--- src/rtl/frame_buffer_write_arbiter.sv ---
// Arbitrates the frame-buffer write port between rasterizer writes and a full-frame clear sweep.
// Define ARB_ROUND_ROBIN_EN for round-robin sharing during a clear; the default gives the sweep strict priority.
module frame_buffer_write_arbiter #(
  parameter int HORIZ_RESOLUTION   = 80,
  parameter int VERT_RESOLUTION    = 60,
  parameter int FRAME_BUFFER_WIDTH = 12,
  localparam int HW = $clog2(HORIZ_RESOLUTION),
  localparam int VW = $clog2(VERT_RESOLUTION)
) (
  input  logic                          i_clk,
  input  logic                          i_arst,
  input  logic                          i_clear_go,
  input  logic [FRAME_BUFFER_WIDTH-1:0] i_clear_color,
  input  logic                          i_rast_valid,
  output logic                          o_rast_ready,
  input  logic [VW-1:0]                 i_rast_vert_addr,
  input  logic [HW-1:0]                 i_rast_horiz_addr,
  input  logic [FRAME_BUFFER_WIDTH-1:0] i_rast_data,
  output logic                          o_fb_write_en,
  output logic [VW-1:0]                 o_fb_vert_addr,
  output logic [HW-1:0]                 o_fb_horiz_addr,
  output logic [FRAME_BUFFER_WIDTH-1:0] o_fb_data,
  output logic                          o_clear_busy,
  output logic                          o_clear_done
);

  // Handshake: a rasterizer write transfers in any cycle where i_rast_valid and
  // o_rast_ready are both high; o_rast_ready never looks at i_rast_valid, and the
  // write appears on the registered port in the following cycle.

  typedef enum logic {S_IDLE, S_CLEAR} state_t;

  localparam logic [HW-1:0] H_LAST = HW'(HORIZ_RESOLUTION - 1);
  localparam logic [VW-1:0] V_LAST = VW'(VERT_RESOLUTION - 1);

  state_t                        state;
  logic [HW-1:0]                 h_cnt;
  logic [VW-1:0]                 v_cnt;
  logic [FRAME_BUFFER_WIDTH-1:0] clear_color;
  logic                          rast_slot_ok;
  logic                          rast_xfer;

`ifdef ARB_ROUND_ROBIN_EN
  typedef enum logic {T_CLEAR, T_RAST} turn_t;
  turn_t turn;
  assign rast_slot_ok = (state == S_CLEAR) && (turn == T_RAST);
`else
  assign rast_slot_ok = 1'b0;
`endif

  // Held low during reset so every output reads 0 while i_arst is asserted.
  assign o_rast_ready = ~i_arst & ((state == S_IDLE) | rast_slot_ok);
  assign rast_xfer    = i_rast_valid & o_rast_ready;

  always_ff @(posedge i_clk or posedge i_arst) begin
    if (i_arst) begin
      state           <= S_IDLE;
      h_cnt           <= '0;
      v_cnt           <= '0;
      clear_color     <= '0;
      o_fb_write_en   <= 1'b0;
      o_fb_vert_addr  <= '0;
      o_fb_horiz_addr <= '0;
      o_fb_data       <= '0;
      o_clear_busy    <= 1'b0;
      o_clear_done    <= 1'b0;
`ifdef ARB_ROUND_ROBIN_EN
      turn            <= T_CLEAR;
`endif
    end else begin
      o_fb_write_en <= 1'b0;
      o_clear_done  <= 1'b0;
      case (state)
        S_IDLE: begin
          if (rast_xfer) begin
            o_fb_write_en   <= 1'b1;
            o_fb_vert_addr  <= i_rast_vert_addr;
            o_fb_horiz_addr <= i_rast_horiz_addr;
            o_fb_data       <= i_rast_data;
          end
          if (i_clear_go) begin
            state        <= S_CLEAR;
            clear_color  <= i_clear_color;
            h_cnt        <= '0;
            v_cnt        <= '0;
            o_clear_busy <= 1'b1;
`ifdef ARB_ROUND_ROBIN_EN
            turn         <= T_CLEAR;
`endif
          end
        end
        S_CLEAR: begin
          if (rast_xfer) begin
            o_fb_write_en   <= 1'b1;
            o_fb_vert_addr  <= i_rast_vert_addr;
            o_fb_horiz_addr <= i_rast_horiz_addr;
            o_fb_data       <= i_rast_data;
`ifdef ARB_ROUND_ROBIN_EN
            turn            <= T_CLEAR;
`endif
          end else begin
            o_fb_write_en   <= 1'b1;
            o_fb_vert_addr  <= v_cnt;
            o_fb_horiz_addr <= h_cnt;
            o_fb_data       <= clear_color;
`ifdef ARB_ROUND_ROBIN_EN
            turn            <= T_RAST;
`endif
            if (h_cnt == H_LAST) begin
              h_cnt <= '0;
              if (v_cnt == V_LAST) begin
                // Last pixel: done pulses alongside this write as busy drops.
                v_cnt        <= '0;
                state        <= S_IDLE;
                o_clear_busy <= 1'b0;
                o_clear_done <= 1'b1;
              end else begin
                v_cnt <= v_cnt + 1'b1;
              end
            end else begin
              h_cnt <= h_cnt + 1'b1;
            end
          end
        end
        default: state <= S_IDLE;
      endcase
    end
  end

endmodule

--- config.mk ---
export PLATFORM = sky130hd
export DESIGN_NAME = frame_buffer_write_arbiter
export DESIGN_NICKNAME = d
export VERILOG_FILES = /design/src/rtl/frame_buffer_write_arbiter.sv
export SDC_FILE = /design/constraint.sdc
export NUM_CORES = 1
export LEC_CHECK = 0
export CAP_MARGIN = 10
export CORE_ASPECT_RATIO = 0.8
export CORE_MARGIN = 4
export CORE_UTILIZATION = 45
export CTS_CLUSTER_DIAMETER = 30
export CTS_CLUSTER_SIZE = 16
export DETAILED_ROUTE_END_ITERATION = 8
export GPL_TIMING_DRIVEN = 0
export HOLD_SLACK_MARGIN = 0.06
export PLACE_DENSITY = 0.76
export REMOVE_ABC_BUFFERS = 1
export SYNTH_ARGS = -nofsm -noshare
export SYNTH_HDL_FRONTEND = slang
export SYNTH_SLANG_ARGS = --single-unit
--- constraint.sdc ---
create_clock -name i_clk -period 4.3 [get_ports i_clk]
set_input_delay 1.075 -clock i_clk [delete_from_list [all_inputs] [get_ports i_clk]]
set_output_delay 1.075 -clock i_clk [all_outputs]
set_load 0.02 [all_outputs]
**Word level (Yosys, flattened, before mapping)**

Index checks and enable logic that the tools add are counted.

- Logic and storage cells: 61
- Bits in registers: 54
- Memories kept: 0
- Bits in read-only memories: 0
- Output and inout port bits: 29
- Memory bits (writable): 0
- Latch bits: 0
- Input port bits: 41

- Shift operators: 0
- Equal/unequal tests: 7
- Multiply operators: 0
- Reductions and logical operators: 4
- $lt $le $gt $ge: 0
- Div/mod/pow operators: 0
- Mux-type cells: 34
- Bitwise operators: 4
- Add/subtract/negate cells: 2

Operator list:

| cell | number |
|---|---|
| $mux 6 | 6 |
| $mux 7 | 5 |
| $pmux 7 s2 | 2 |
| $mux 12 | 2 |
| $pmux 12 s2 | 1 |
| $pmux 6 s2 | 2 |
| $mux 1 | 13 |
| $add 7x1->7 const B | 1 |
| $eq 7x7->1 const B | 1 |
| $add 6x1->6 const B | 1 |
| $eq 6x6->1 const B | 1 |
| $ne 2x2->1 const B | 3 |
| $pmux 1 s2 | 3 |
| $ne 2x1->1 const B | 2 |
| $reduce_and 2->1 | 2 |
| $reduce_and 4->1 | 1 |
| $reduce_and 3->1 | 1 |
| $and 1x1->1 | 2 |
| $not 1->1 | 2 |

**Logic depth before layout (Yosys ltp)**

Gate-level depths: netlist of the first run.

- Word-level depth: 5
- Gate-level depth with buffers: 6
- Gate-level depth less buffers: 4

**Least setup slack after synthesis of the first run**

No wires, ideal clock.

- Path kind: in2out
- Start point: input i_arst
- End point: output o_rast_ready
- Buffers on the path: 0
- Setup slack: 1.870 ns
- Arrival: 1.355 ns
- Stages on the path: 1
- Required time: 3.225 ns
- Path through: nor2_1

- Longest elaborated chain between the ends: 2

RTL lines:

| what | RTL line | source |
|---|---|---|
| from (decl) | 11 | `input logic i_arst,` |
| $not 1->1 | 52 | `assign o_rast_ready = ~i_arst & ((state == S_IDLE) \| rast_slot_ok);` |
| $and 1x1->1 | 52 |  |
| to (decl) | 15 | `output logic o_rast_ready,` |

No other way between the ends.

**Worst setup path after layout of the first run**

Ends and elaborated chain as after synthesis.

==> impl_metrics.json, run 1 <==
{
  "status": "finished clean",
  "antennaDiodeCount": 0,
  "arrival_ns": 2.31,
  "fin_tns_setup_ns": 0,
  "worstMarginPinSlew_ns": 1.06,
  "grt_use_total_pct": 18.0,
  "p_sw_mw": 0.576,
  "start_util_pct": 48.0,
  "power.leakage_nw": 1.45,
  "post_cts_resized": 0,
  "critPathCaptureType": "output port",
  "synth.distinct_cells": 37,
  "maxCapViolCount": 0,
  "core_area_sq_mm": 0.00518,
  "grt_remaining_overflow": 0,
  "antenna_found_initial": 0,
  "gp_congestion": 0.792,
  "path_cells": "clkdlybuf4s50_1, nor2_1, clkdlybuf4s50_1",
  "fill_cells": 437,
  "power.share.combinational_pct": 36.0,
  "period_minus_slack_ns": 3.39,
  "layout_common_cells": "69 x clkdlybuf4s50_1, 68 x nand2_1, 53 x dfrtp_1, 29 x o21ai_0, 25 x mux2i_1",
  "ant_nets": 0,
  "vias": 2032,
  "cts_hold_buf": 0,
  "powerDensity_mw_per_mm2": 488,
  "syn_area_per_cell_sq_um": 9.79,
  "clock_sinks": 54,
  "synth_top_family_by_area": "simple AND/OR/NAND/NOR gates",
  "hp-class": "reg -> reg",
  "hold_viol": 0,
  "dieArea_sq_mm": 0.00679,
  "final_common_cell": "clkdlybuf4s50_1",
  "cts_max_level": 2,
  "die_w_um": 91.1,
  "fmax_ghz": 0.295,
  "dpl.hpwl_mm": 4.05,
  "r2r-end": "v_cnt[4]",
  "synth_compound_area_share_pct": 13.6,
  "relSlewSlack_pct": 29.0,
  "synth-warning-count": 0,
  "grt_pass1_vias": 1963,
  "syn_to_final_growth_pct": 34.5,
  "cp-start-kind": "input pin",
  "final_cell_area_sq_mm": 0.00334,
  "io_buffers": 69,
  "io-pin-count": 70,
  "die_h_um": 74.5,
  "cts_buffer_depth": 2,
  "root_buffer": "clkbuf_8",
  "path_max_fanout": 3,
  "layout-drive-gt1-share_pct": 5.03,
  "cp.required_ns": 3.22,
  "routed_wl_mm": 5.71,
  "finalClockSkew_ns": 0.00508,
  "crit_type": "in -> out",
  "cts_made_buffers": 5,
  "grt_pass1_wl_mm": 9.56,
  "slowest_stage": "clkdlybuf4s50_1",
  "rr_worst_depth": 3,
  "rsz0062_at_grt": "no",
  "drcViolationCount": 0,
  "holdPathStages": 2,
  "syn_inst": 254,
  "setup_violations": 0,
  "rows": 23,
  "place_area_sq_mm": 0.00325,
  "switching_share_pct": 35.3,
  "min_from": "clear_color[1]",
  "slew_viol_final": 0,
  "p_clk_share_pct": 18.0,
  "cts_tree": "done",
  "synthAdderAreaFrac_pct": 1.01,
  "wl_per_cell_um": 15.0,
  "ys_seq_area_share_pct": 54.3,
  "syn_area_sq_mm": 0.00249,
  "insertion_delay_ns": 0.30,
  "synth_simple_gate_area_share_pct": 17.9,
  "power.internal_mw": 1.05,
  "r2r_setup_slack_ns": 1.97,
  "pwr-share-seq_pct": 46.1,
  "cpPeakStageDelay_ns": 0.62,
  "regToRegStartpoint": "state",
  "ir_worst_vdd_v": 0.000314,
  "clk_pin_slew_ns": 0.09,
  "synth_mux_area_share_pct": 10.1,
  "postCtsSetupBuffers": 0,
  "path_common_cell": "clkdlybuf4s50_1",
  "fin_crit_sh_pct": 78.8,
  "drt_iter0_drc": 95,
  "whs_endpoint": "clear_color[1]",
  "fin_nets": 360,
  "vias_per_cell": 5.35,
  "firstDrtPassIters": 4,
  "synth-seq-cells": 54,
  "synth_xor_area_share_pct": 0,
  "grt_start_max_net_pins": 63
}
[final cells by class]
type / instances / area [sq um] / share of cell area (%)
multi-input combinational: 181 / 1070 / 31.9
sequential: 54 / 1350 / 40.4
tap: 62 / 77.6 / 2.32
timing repair buffer: 71 / 738 / 22.1
clock inverter: 2 / 12.5 / 0.374
clock buffer: 6 / 82.6 / 2.47
inverter: 4 / 15.0 / 0.449
[critical path: cells and delay by family]
| kind | cells | cell delay, ns |
|---|---|---|
| simple gates | 1 | 0.12 |
| buf+inv | 2 | 1.11 |
[synth_stat cells]
master      n  share of area (%)
clkbuf_1   10                1.5
nand4b_1    2               0.70
o311ai_0    1               0.35
a21boi_0    1               0.30
o2111ai_1   2               0.70
a21oi_1     3               0.60
o21bai_1    1               0.30
a31oi_1     1               0.25
nand2b_1    4                1.0
o41ai_1     1               0.35
inv_1       4               0.60
nor2b_1     3               0.75
dfrtp_1    54                 54
buf_2       5                1.0
and3_2      1               0.30
or2_0       1               0.25
or3_1       1               0.25
or4_1       2               0.60
mux2i_1    25                 10
nand3_1     5                1.0
nand3b_1    1               0.30
nor2_1      6               0.91
a32o_1      1               0.40
a311o_1     1               0.40
and2_1      2               0.50
ha_1        2                1.0
or3_2       1               0.30
or2_2       1               0.25
o311ai_1    1               0.35
nor3_1      1               0.20
or2_1       1               0.25
o21ai_0    29                5.8
o31ai_1     2               0.60
a21o_1      1               0.30
o211ai_1    8                2.4
o41a_1      1               0.45
nand2_1    68                 10
[sequential cells by signal (all words and copies together), names as in the netlist]
register         cells
clear_color         12
h_cnt                7
o_clear_busy         1
o_clear_done         1
o_fb_data           12
o_fb_horiz_addr      7
o_fb_vert_addr       6
o_fb_write_en        1
state                1
v_cnt                6
[metrics by stage]
stage	instances	util (%)	total power [mW]	hold slack, ns	setup slack, ns
floorplan	239	-	1.08	0.446	1.05
global placement	370	61.6	1.31	0.458	-0.120
detailed placement	372	62.7	1.35	0.463	0.918
CTS	380	64.6	1.64	0.487	0.910
global route	380	64.6	1.75	0.506	0.861
finish	380	64.6	1.63	0.480	0.913
[routing by layer]
| layer | track usage, % | routed length (um) | part of all wire [%] | vias up |
|---|---|---|---|---|
| met1 | 23.6 | 2660 | 47 | 971 |
| met2 | 30.7 | 2780 | 49 | 49 |
| met3 | 3.94 | 232 | 4.1 | 4 |
| met4 | 4.85 | 43 | 0.75 | 0 |
| li1 | - | - | - | 1008 |
| met5 | 0 | 0 | 0 | - |
[power by group through the flow]
stage / Sequential (mW) / Combinational [mW] / Clock (mW)
2_1_floorplan: 0.816 / 0.264 / 0
3_3_place_gp: 0.749 / 0.563 / 0
3_5_place_dp: 0.759 / 0.589 / 0
4_1_cts: 0.749 / 0.592 / 0.302
5_1_grt: 0.775 / 0.651 / 0.325
6_report: 0.751 / 0.587 / 0.293
[worst max-delay path by stage]
stage / start / slack, ns / cells past startpoint / to
final: i_arst / 0.91 / 3 / o_rast_ready
after global routing: i_arst / 0.86 / 3 / o_rast_ready
after CTS: i_arst / 0.91 / 3 / o_rast_ready
after detailed placement: i_arst / 0.92 / 3 / o_rast_ready
after global placement: i_rast_valid / -0.12 / 4 / o_fb_horiz_addr[1]
after floorplan: i_arst / 1.05 / 3 / o_fb_data[0]
[cells by family after synthesis]
family | Yosys count
multiplexers | 25
flip-flops | 54
buffers and inverters | 19
adder cells (fa/ha/maj) | 2
AO/OA/AOI/OAI | 54
AND/OR/NAND/NOR | 100
Power figures use the tool's default switching activity.
==> run 2: changes to the inputs <==
- CORE_UTILIZATION: 45 -> 43
- clock period: 4.3 -> 3 ns (I/O delays scaled with it)
==> run 2 against run 1 <==
Compared with the run above:
- first-iteration DRC count up 4.2%
- flip-flop and latch count unchanged
- global-route usage down 0.55 points
- clock skew up 0.0035 ns
- highest routed layer unchanged
==> impl_metrics.json, run 2 (synthesized netlist as in run 1, its figures left out) <==
{
  "status": "finished clean",
  "die_h_um": 76.0,
  "wl_per_cell_um": 14.6,
  "grt_pass1_vias": 2076,
  "dpl.hpwl_mm": 3.88,
  "antenna_found_initial": 0,
  "place_area_sq_mm": 0.00324,
  "root_buffer": "clkbuf_8",
  "routed_wl_mm": 5.78,
  "critPathCaptureType": "output port",
  "cts_hold_buf": 0,
  "drcViolationCount": 0,
  "cts_buffer_depth": 2,
  "rows": 24,
  "ant_nets": 0,
  "fin_tns_setup_ns": 0,
  "grt_use_total_pct": 17.4,
  "slew_viol_final": 0,
  "io_buffers": 69,
  "holdWs_ns": 0.486,
  "dp_slack_ns": 0.261,
  "final_util_pct": 60.7,
  "insertion_delay_ns": 0.31,
  "power_mw": 2.41,
  "firstDrtPassIters": 4,
  "final_cell_area_sq_mm": 0.00335,
  "dieArea_sq_mm": 0.00707,
  "clock_sinks": 54,
  "crit_type": "reg -> out",
  "final_common_cell": "clkdlybuf4s50_1",
  "hold_viol": 0,
  "die_w_um": 93.0,
  "cts_max_level": 2,
  "finalClockSkew_ns": 0.00858,
  "drt_iter0_drc": 99,
  "worst_slack_ns": 0.265,
  "clk_pin_slew_ns": 0.09,
  "vias_per_cell": 5.08,
  "io-pin-count": 70,
  "slowest_stage": "dfrtp_2",
  "rsz0062_at_grt": "no",
  "postCtsSetupBuffers": 0,
  "setup_violations": 0,
  "grt_start_max_net_pins": 63,
  "gp_congestion": 0.832,
  "antennaDiodeCount": 0,
  "powerDensity_mw_per_mm2": 718,
  "vias": 2005,
  "cp.required_ns": 2.25,
  "arrival_ns": 1.99,
  "path_cells": "nor2_1, clkdlybuf4s50_1",
  "cp_top_family": "flip-flops",
  "layout-drive-gt1-share_pct": 4.73,
  "worstMarginPinSlew_ns": 1.16,
  "cts_made_buffers": 5,
  "period_minus_slack_ns": 2.74,
  "path_max_fanout": 62,
  "grt_pass1_wl_mm": 9.89,
  "layout_common_cells": "69 x clkdlybuf4s50_1, 68 x nand2_1, 53 x dfrtp_1, 29 x o21ai_0, 25 x mux2i_1",
  "dp.cells": 387,
  "critical_path_buf_inv_count": 1,
  "hp-class": "reg -> reg",
  "power.leakage_nw": 1.45,
  "grt_remaining_overflow": 0,
  "fin_cells": 395,
  "cts_tree": "done",
  "top_regs": "clear_color: 12 flops, o_fb_data: 12 flops",
  "fmax_ghz": 0.366,
  "cpPeakStageDelay_ns": 0.97,
  "ir_worst_vdd_v": 0.000421,
  "syn_to_final_growth_pct": 34.9,
  "core_area_sq_mm": 0.00553,
  "fin_nets": 359,
  "relSlewSlack_pct": 22.6,
  "post_cts_resized": 0,
  "maxCapViolCount": 0,
  "start_util_pct": 45.0,
  "fin_crit_sh_pct": 91.2,
  "cp-start-kind": "register"
}
run 2: changes by cell type in the layout (fill, tap and decap cells not counted):
cell        before  now
buf_16           1    0
bufinv_16        0    1
clkbuf_8         6    5
clkinvlp_4       1    0
inv_6            0    1
run 2: final timing paths:
path,endpoint,slack [ns],startpoint,depth (start not counted)
min in group asynchronous,h_cnt[1],0.91,i_arst,2
max reg2reg,v_cnt[4],0.69,state,3
min,clear_color[5],0.49,clear_color[5],2
max in group asynchronous,o_fb_data[0],1.53,i_arst,3
min reg2reg,clear_color[5],0.49,clear_color[5],2
max,o_rast_ready,0.26,state,2
run 2: worst register-to-register path: stages, from the launching register on:
cell and delay (ns):
dfrtp_2 0.97, nand3b_1 0.49, or2_0 0.45, o311ai_1 0.31
run 2: cell type report:
type | count | area, sq um
Fill cell | 502 | 2170
Sequential cell | 54 | 1350
Multi-Input combinational cell | 181 | 1070
Timing Repair Buffer | 70 | 711
Tap cell | 78 | 97.6
Clock buffer | 5 | 68.8
Clock inverter | 3 | 43.8
Inverter | 4 | 15.0
run 2: power breakdown:
part | internal (mW) | switching (mW)
Clock | 0.251 | 0.246
Combinational | 0.413 | 0.420
Sequential | 0.908 | 0.169
run 2: routing by layer:
layer | vias to the layer above | global-route usage (%) | wire (um)
met5 | - | 0 | 0
met4 | 0 | 5.71 | 85
met3 | 10 | 3.85 | 308
met2 | 56 | 27.7 | 2690
met1 | 939 | 23.7 | 2690
li1 | 1000 | - | -
